===== config.mk =====
export PLATFORM = sky130hd
export DESIGN_NAME = namuru_frontend_if
export DESIGN_NICKNAME = d
export VERILOG_FILES = /design/src/rtl/namuru_fe_pkg.sv /design/src/rtl/namuru_fe_sync.sv /design/src/rtl/namuru_frontend_if.sv
export SDC_FILE = /design/constraint.sdc
export NUM_CORES = 2
export LEC_CHECK = 0
export ABC_AREA = 1
export CORE_ASPECT_RATIO = 1.25
export CORE_MARGIN = 2
export CORE_UTILIZATION = 54
export DETAILED_ROUTE_END_ITERATION = 6
export PLACE_DENSITY = 0.7
export SYNTH_ARGS = -nofsm -noshare
export SYNTH_HDL_FRONTEND = slang
export SYNTH_SLANG_ARGS = --single-unit

===== constraint.sdc =====
create_clock -name correlator_clk -period 5.2 [get_ports correlator_clk]
set_input_delay 0.78 -clock correlator_clk [delete_from_list [all_inputs] [get_ports correlator_clk]]
set_output_delay 0.78 -clock correlator_clk [all_outputs]
set_load 0.05 [all_outputs]

===== src/rtl/namuru_fe_pkg.sv =====
// namuru_fe_pkg: shared types and constants for the Namuru front-end interface.
package namuru_fe_pkg;
  typedef enum logic [1:0] {IDLE, FILL, DONE} snap_state_t;
  localparam int SAMPLE_BITS = 2;
  localparam int WORD_SAMPLES = 16;
  localparam logic [9:0] LFSR_SEED = 10'h3FF;
  localparam logic [9:0] LFSR_TAPS = 10'h204;
  // x^10 + x^3 + 1, shifting towards the MSB
  function automatic logic [9:0] lfsr_next(input logic [9:0] s);
    return {s[8:0], ^(s & LFSR_TAPS)};
  endfunction
endpackage


===== src/rtl/namuru_fe_sync.sv =====
// namuru_fe_sync: 2-FF resynchroniser for fe_clk/sign/mag with fe_clk rising-edge detect.
module namuru_fe_sync (
  input  logic clk,
  input  logic rst,
  input  logic i_fe_clk,
  input  logic i_fe_sign,
  input  logic i_fe_mag,
  output logic o_edge,
  output logic o_sign,
  output logic o_mag
);
  logic [2:0] r_s1, r_s2;
  logic r_prev;
  always_ff @(posedge clk) begin
    if (rst) begin
      r_s1 <= '0;
      r_s2 <= '0;
      r_prev <= 1'b0;
    end else begin
      r_s1 <= {i_fe_clk, i_fe_sign, i_fe_mag};
      r_s2 <= r_s1;
      r_prev <= r_s2[2];
    end
  end
  assign o_edge = r_s2[2] & ~r_prev;
  assign o_sign = r_s2[1];
  assign o_mag = r_s2[0];
endmodule


===== src/rtl/namuru_frontend_if.sv =====
// namuru_frontend_if: resynchronised, decimated IF sample stream with stall flag and snapshot buffer.
// Optional NAMURU_FE_TESTGEN_EN builds an LFSR test pattern source selected by test_mode.
module namuru_frontend_if import namuru_fe_pkg::*; #(
  parameter int SNAP_AW = 6,
  parameter int STALL_CYCLES = 1024
) (
  input  logic correlator_clk,
  input  logic correlator_rst,
  input  logic fe_clk,
  input  logic fe_sign,
  input  logic fe_mag,
  input  logic [3:0] decim,
  input  logic test_mode,
  output logic sign,
  output logic mag,
  output logic sample_enable,
  output logic fe_stall,
  input  logic snap_arm,
  input  logic snap_rd,
  output logic snap_busy,
  output logic snap_done,
  output logic [31:0] snap_data,
  output logic [SNAP_AW:0] snap_level
);
  localparam int SW = $clog2(STALL_CYCLES + 1);
  localparam int PW = $clog2(WORD_SAMPLES);
  localparam logic [SNAP_AW:0] WORDS = {1'b1, {SNAP_AW{1'b0}}};
  logic w_sync_edge, w_sync_sign, w_sync_mag, w_edge, w_sign, w_mag, w_sat;
  logic r_sign, r_mag, r_se;
  logic [3:0] r_dcnt;
  logic [SW-1:0] r_stall;
  snap_state_t r_state, w_next;
  logic [31-SAMPLE_BITS:0] r_pack;
  logic [31:0] w_pack, r_data;
  logic [PW-1:0] r_pcnt;
  logic [SNAP_AW-1:0] r_wptr, r_rptr;
  logic [SNAP_AW:0] r_level;
  logic [31:0] r_ram [2**SNAP_AW];
  logic w_word, w_arm, w_pop;
  namuru_fe_sync u_sync (
    .clk(correlator_clk), .rst(correlator_rst),
    .i_fe_clk(fe_clk), .i_fe_sign(fe_sign), .i_fe_mag(fe_mag),
    .o_edge(w_sync_edge), .o_sign(w_sync_sign), .o_mag(w_sync_mag)
  );
`ifdef NAMURU_FE_TESTGEN_EN
  logic [9:0] r_lfsr;
  logic [1:0] r_tdiv;
  // Held at seed while the front-end is selected so each test run starts identically
  always_ff @(posedge correlator_clk) begin
    if (correlator_rst || !test_mode) begin
      r_lfsr <= LFSR_SEED;
      r_tdiv <= '0;
    end else begin
      r_tdiv <= r_tdiv + 2'd1;
      if (r_tdiv == 2'd3) r_lfsr <= lfsr_next(r_lfsr);
    end
  end
  assign w_edge = test_mode ? (r_tdiv == 2'd3) : w_sync_edge;
  assign w_sign = test_mode ? r_lfsr[9] : w_sync_sign;
  assign w_mag = test_mode ? r_lfsr[8] : w_sync_mag;
  assign fe_stall = w_sat & ~test_mode;
`else
  logic w_unused;
  assign w_unused = test_mode;
  assign w_edge = w_sync_edge;
  assign w_sign = w_sync_sign;
  assign w_mag = w_sync_mag;
  assign fe_stall = w_sat;
`endif
  assign w_sat = r_stall == SW'(STALL_CYCLES);
  always_ff @(posedge correlator_clk) begin
    if (correlator_rst) begin
      r_sign <= 1'b0;
      r_mag <= 1'b0;
      r_se <= 1'b0;
      r_dcnt <= '0;
      r_stall <= '0;
    end else begin
      r_se <= 1'b0;
      if (w_edge) begin
        r_stall <= '0;
        if (r_dcnt == '0) begin
          r_se <= 1'b1;
          r_sign <= w_sign;
          r_mag <= w_mag;
          r_dcnt <= decim;
        end else r_dcnt <= r_dcnt - 4'd1;
      end else if (!w_sat) r_stall <= r_stall + SW'(1);
    end
  end
  assign w_pack = {r_pack, r_sign, r_mag};
  assign w_word = r_state == FILL && r_se && r_pcnt == PW'(WORD_SAMPLES - 1);
  assign w_arm = snap_arm && r_state != FILL;
  assign w_pop = snap_rd && r_state == DONE;
  always_comb begin
    w_next = r_state;
    w_next = (r_state == IDLE) ? (snap_arm ? FILL : IDLE)
           : (r_state == FILL) ? ((w_word && r_wptr == '1) ? DONE : FILL)
           : snap_arm ? FILL
           : (snap_rd && r_level == (SNAP_AW+1)'(1)) ? IDLE : DONE;
  end
  always_ff @(posedge correlator_clk) begin
    if (correlator_rst) r_state <= IDLE;
    else r_state <= w_next;
  end
  always_ff @(posedge correlator_clk) begin
    if (correlator_rst) begin
      r_pack <= '0;
      r_pcnt <= '0;
      r_wptr <= '0;
      r_rptr <= '0;
      r_level <= '0;
      r_data <= '0;
    end else if (w_arm) begin
      r_pack <= '0;
      r_pcnt <= '0;
      r_wptr <= '0;
      r_level <= '0;
    end else if (r_state == FILL && r_se) begin
      r_pack <= w_pack[31-SAMPLE_BITS:0];
      r_pcnt <= r_pcnt + PW'(1);
      if (w_word) begin
        r_wptr <= r_wptr + SNAP_AW'(1);
        if (r_wptr == '1) begin
          r_rptr <= '0;
          r_level <= WORDS;
        end
      end
    end else if (w_pop) begin
      r_data <= r_ram[r_rptr];
      r_rptr <= r_rptr + SNAP_AW'(1);
      r_level <= r_level - (SNAP_AW+1)'(1);
    end
  end
  always_ff @(posedge correlator_clk) begin
    if (w_word) r_ram[r_wptr] <= w_pack;
  end
  assign sign = r_sign;
  assign mag = r_mag;
  assign sample_enable = r_se;
  assign snap_busy = r_state == FILL;
  assign snap_done = r_state == DONE;
  assign snap_data = r_data;
  assign snap_level = r_level;
endmodule


* After elaboration in Yosys (flattened, before gate mapping) *
Memories as Yosys holds them, arrays and structs flattened. A register that Yosys moved wholly into a read port is not among the register bits.
Cells that the tools add are included.

word-level totals
  register bits after elaboration = 80
  RAM bits = 2048
  bits of input ports = 12
  output and inout bits = 45
  memories kept = 1

cells by class
  add/sub/neg operators = 6
  equality and inequality tests = 9
  multiplexer cells = 18
  bitwise logic cells = 5
  reductions and logical operators = 17

memories
  memory  depth  width  read ports  clocked after memory_dff  write ports  line                      text
  r_ram   64     32     1           1                         1            namuru_frontend_if.sv:38  logic [31:0] r_ram [2**SNAP_AW];

operators with widths
  operator                                                                  count
  7-bit 2-to-1 mux                                                          4
  6-bit 2-to-1 mux                                                          4
  6-bit by 1-bit adder with 6-bit output (second input constant)            2
  11-bit by 1-bit adder with 11-bit output (second input constant)          1
  11-bit equality test (second input constant)                              1
  2-bit 2-to-1 mux                                                          5
  7-bit by 1-bit equality test with 1-bit output (second input constant)    1
  7-bit by 1-bit subtractor with 7-bit output (second input constant)       1
  6-bit equality test (second input constant)                               1
  1-bit logical AND                                                         6
  3-bit AND reduction                                                       2
  2-bit OR reduction                                                        3
  4-bit by 1-bit adder with 4-bit output (second input constant)            1
  4-bit equality test (second input constant)                               1
  4-bit zero test                                                           1
  1-bit 2-to-1 mux                                                          4
  4-bit 2-to-1 mux                                                          1
  2-bit by 1-bit inequality test with 1-bit output (second input constant)  2
  1-bit inverter                                                            4
  2-bit AND reduction                                                       2
  4-bit AND reduction                                                       1
  4-bit by 1-bit subtractor with 4-bit output (second input constant)       1
  2-bit by 1-bit equality test with 1-bit output (second input constant)    1
  2-bit equality test (second input constant)                               1
  4 further kinds                                                           4

* Depth between registers and ports, before layout *
  depth in word-level cells = 7
  depth in mapped cells = 16
  mapped depth without buffers = 13

* Cells and area by module *
From an unflattened synthesis, not the netlist that was laid out.

second synthesis, totals
  cell total of the unflattened synthesis = 8262
  area total of the unflattened synthesis = 88972.8 um^2

modules (own cells, without submodules)
  module              times used  cells each  area an instance (um^2)  sequential area each (um^2)
  namuru_frontend_if  1           8240        88776.4                  63601.0
  namuru_fe_sync      1           22          196.4                    140.1

* Worst setup path before layout *
OpenSTA, ideal clock, no wires.

  kind = reg-to-reg
  start point = register r_se, in the netlist sample_enable
  end point = memory r_ram[7][0], enable pin
  library setup time = 0.461 ns
  data arrival time = 3.630 ns
  data required time = 4.739 ns
  slack = 1.109 ns
  cell stages (with the launch flop) = 9
  path through = dfxtp_1 -> inv_1 -> nor2_1 -> inv_2 -> nor2_2 -> nand2_1 -> inv_1 -> nand2_1 -> nor3_1

on the way
  cells in the longest elaborated chain, start to end = 4

RTL lines
  what                                    line                       text
  from (decl)                             namuru_frontend_if.sv:29   logic r_sign, r_mag, r_se;
  from (signal assigned)                  namuru_frontend_if.sv:75   r_se <= 1'b0;
  from (signal assigned)                  namuru_frontend_if.sv:79   r_se <= 1'b0;
  from (signal assigned)                  namuru_frontend_if.sv:83   r_se <= 1'b1;
  1-bit logical AND (2 in a row)          namuru_frontend_if.sv:92   assign w_word = r_state == FILL && r_se && r_pcnt == PW'(WORD_SAMPLES - 1);
  1-bit 2-to-1 mux                        namuru_frontend_if.sv:136  if (w_word) r_ram[r_wptr] <= w_pack;
  1-bit 2-to-1 mux (not written as such)  namuru_frontend_if.sv:136
  to (decl)                               namuru_frontend_if.sv:38

No other way between the ends.

* Final worst setup path *
  start point = register r_state[1]
  end point = memory r_ram[55][28], enable pin

on the way
  cells in the longest elaborated chain, start to end = 5

RTL lines
  what                                            line                       text
  from (decl)                                     namuru_frontend_if.sv:32   snap_state_t r_state, w_next;
  from (signal assigned)                          namuru_frontend_if.sv:104  else r_state <= w_next;
  2-bit by 1-bit equality test with 1-bit output  namuru_frontend_if.sv:92
  1-bit logical AND (2 in a row)                  namuru_frontend_if.sv:92
  1-bit 2-to-1 mux                                namuru_frontend_if.sv:136
  1-bit 2-to-1 mux (not written as such)          namuru_frontend_if.sv:136

No other way between the ends.

==> reports/qor.yml <==
synth_nets: 8583
cp-end-kind: "flip-flop"
drt_first_pass_iters: 6
antenna_found_initial: 2
syn_avg_cell_area_sq_um: 10.5
critical_path_class: "reg2reg"
insertion_delay_ns: 0.84
yosysWarnings: 0
track_usage: 0.267
grt_pass1_vias: 58000
overflow: 0
power_density_nw_per_um2: 331
dieArea_sq_um: 170000
final_cell_mix: "nand2_1 (2868), edfxtp_1 (2048), nand3_1 (1083)"
rsz0062_at_grt: "no"
std_cell_rows: 167
whs_ns: 0.405
drtIter0Drc: 6686
io_buffer_count: 55
tritoncts: "built"
syn_area_sq_um: 90200
slew_viol_final: 0
setup_viol: 0
grt_max_degree: 224
core_area_sq_um: 166000
fin_util: 0.599
fin_nets: 8542
post-route-period-util: 0.728
numCtsBuffers: 195
grt_pass1_wl_um: 344000
worst_ep_required_time_ns: 5.73
tightest_slew_ns: 1.33
crit_chain: "inv_2 > nand2_1 > nor2_2 > inv_2 > nor2_2 > nand2_1 > inv_1 > nand2_1 > nor2_4 > buf_4"
crit_slowest_cell: "nor2_4"
path_clk_slew_ns: 0.06
cpMostUsedCell: "nand2_1"
hold_viol_final: 0
ys_types: 30
cts_resized: 0
final_common_cell: "nand2_1"
ys_async_sr_fraction: 0
arrival_ns: 4.32
cts_max_path_buffers: 3
avgViaCountPerCell: 5.55
antenna_left: 0
ys_seq_area_frac: 0.707
maxCapViolCount: 0
routed_wl_um: 229000
skew_ns: 0.0256
num-fill-cells: 12900
postCtsSetupRepairBufs: 0
gp_congestion: 0.847
path_max_fanout: 35
wire_per_inst_um: 21.1
hold_class: "reg2reg"
ioPinCount: 57
vdd_ir_drop_max_uv: 340
fp.dieW_um: 370
post-route-drc-count: 0
ys_ff_latch: 2160
synth-edff-count: 2048
period_minus_slack_ns: 3.79
p_leak_nw: 39.3
cts_hold_buf: 0
max_freq_ghz: 0.264
regArea_sq_um: 63800
crit_path_start_kind: "flip-flop"
root_buffer: "clkbuf_16"
ys.flop_type: "edfxtp_1"
start_util: 0.544
netlist_instances: 8563
drive_gt1_frac: 0.0617
layout-area-overhead-vs-synth_pct: 10.2
slew_headroom: 0.110
multiInputGateArea_sq_um: 21500
vias: 60400
hpwl_um: 123000
cts.sinks: 2160
htreeDepth: 4
die_y_um: 461
outcome: "finished clean"
critPathMaxStageDelay_ns: 0.85
fin_setup_tns_ns: 0
## logic make-up (layout without fill, tap and decap cells)
logic type	Yosys count	in the layout	share of synthesized area
AND/OR/NAND/NOR	4677	4677	0.210
adder cells (fa/ha/maj)	8	8	0.00111
AO/OA/AOI/OAI	376	376	0.0210
flip-flops	2160	2160	0.707
buffers and inverters	1337	1446	0.0606
XOR/XNOR	5	5	0.000485
other	0	1	0
## per-layer routing
| layer | vias to the layer above | track usage | part of all wire |
|---|---|---|---|
| met1 | 29200 | 0.341 | 0.38 |
| li1 | 28100 | - | - |
| met5 | - | 0 | 0.000057 |
| met2 | 2620 | 0.450 | 0.49 |
| met3 | 495 | 0.0392 | 0.077 |
| met4 | 2 | 0.124 | 0.047 |
## synth_stat cells, types with 2 or more instances
master	n	area share
dfxtp_1	112	0.025
nor3_1	14	0.00078
buf_2	178	0.0099
ha_1	8	0.0011
buf_6	14	0.0017
nand2_2	2	0.00014
nand2_1	2869	0.12
edfxtp_1	2048	0.68
nor4_1	2	0.00014
clkbuf_1	184	0.0077
nand4_1	5	0.00035
xor2_1	4	0.00039
nor2_1	696	0.029
inv_2	4	0.00017
o21ai_0	186	0.010
buf_1	51	0.0021
nand3_1	1083	0.060
buf_4	31	0.0026
inv_1	875	0.036
a21oi_1	185	0.010
or2_2	3	0.00021
## power by group
group / leakage (nW) / switching (mW) / internal [mW]
logic: 15.8 / 0.272 / 0.101
clock network: 2.92 / 6.15 / 7.59
registers: 20.6 / 0.0136 / 18.8
total: 39.3 / 6.43 / 26.5
## critical path: cells and delay by family (launching register included)
kind | cells | cell delay, ns
buffers and inverters | 4 | 0.93
flip-flops | 1 | 0.32
AND/OR/NAND/NOR | 6 | 2.19
## final timing paths
check,slack (ns),cells after the start,startpoint,endpoint
min reg2reg,0.41,2,u_sync.r_s1[1],u_sync.r_s2[1]
max,1.41,10,r_state[1],r_ram[55][28]
max reg2reg,1.41,10,r_state[1],r_ram[55][28]
min,0.41,2,u_sync.r_s1[1],u_sync.r_s2[1]
## stage by stage
stage          instances  cell area, sq um  setup slack [ns]  total power [mW]
6_report           10900             99400              1.41              32.9
5_1_grt            10900             99400              1.24              33.7
4_1_cts            10900             99400              1.45              33.0
3_5_place_dp       10500             93400              1.48              19.5
3_3_place_gp       10500             93400              1.52              19.5
2_1_floorplan       8563             90200              1.11              19.4
## sequential cells by signal (all words and copies together) (netlist names), 2 cells and up
name	flops
r_ram	2048
r_stall	11
r_wptr	6
r_pack	30
snap_data	32
r_rptr	6
r_dcnt	4
r_pcnt	4
r_state	2
snap_level	7
u_sync.r_s1	3
u_sync.r_s2	3
## cell type report
class	count	area share
diodes	1	0.0000252
clock buffers	266	0.0542
clock inverters	81	0.00589
inverters	879	0.0335
multi-input cells	5066	0.216
flip-flops and latches	2160	0.642
well taps	2197	0.0277
repair buffers	220	0.0205
(Power assumes the default switching activity.)
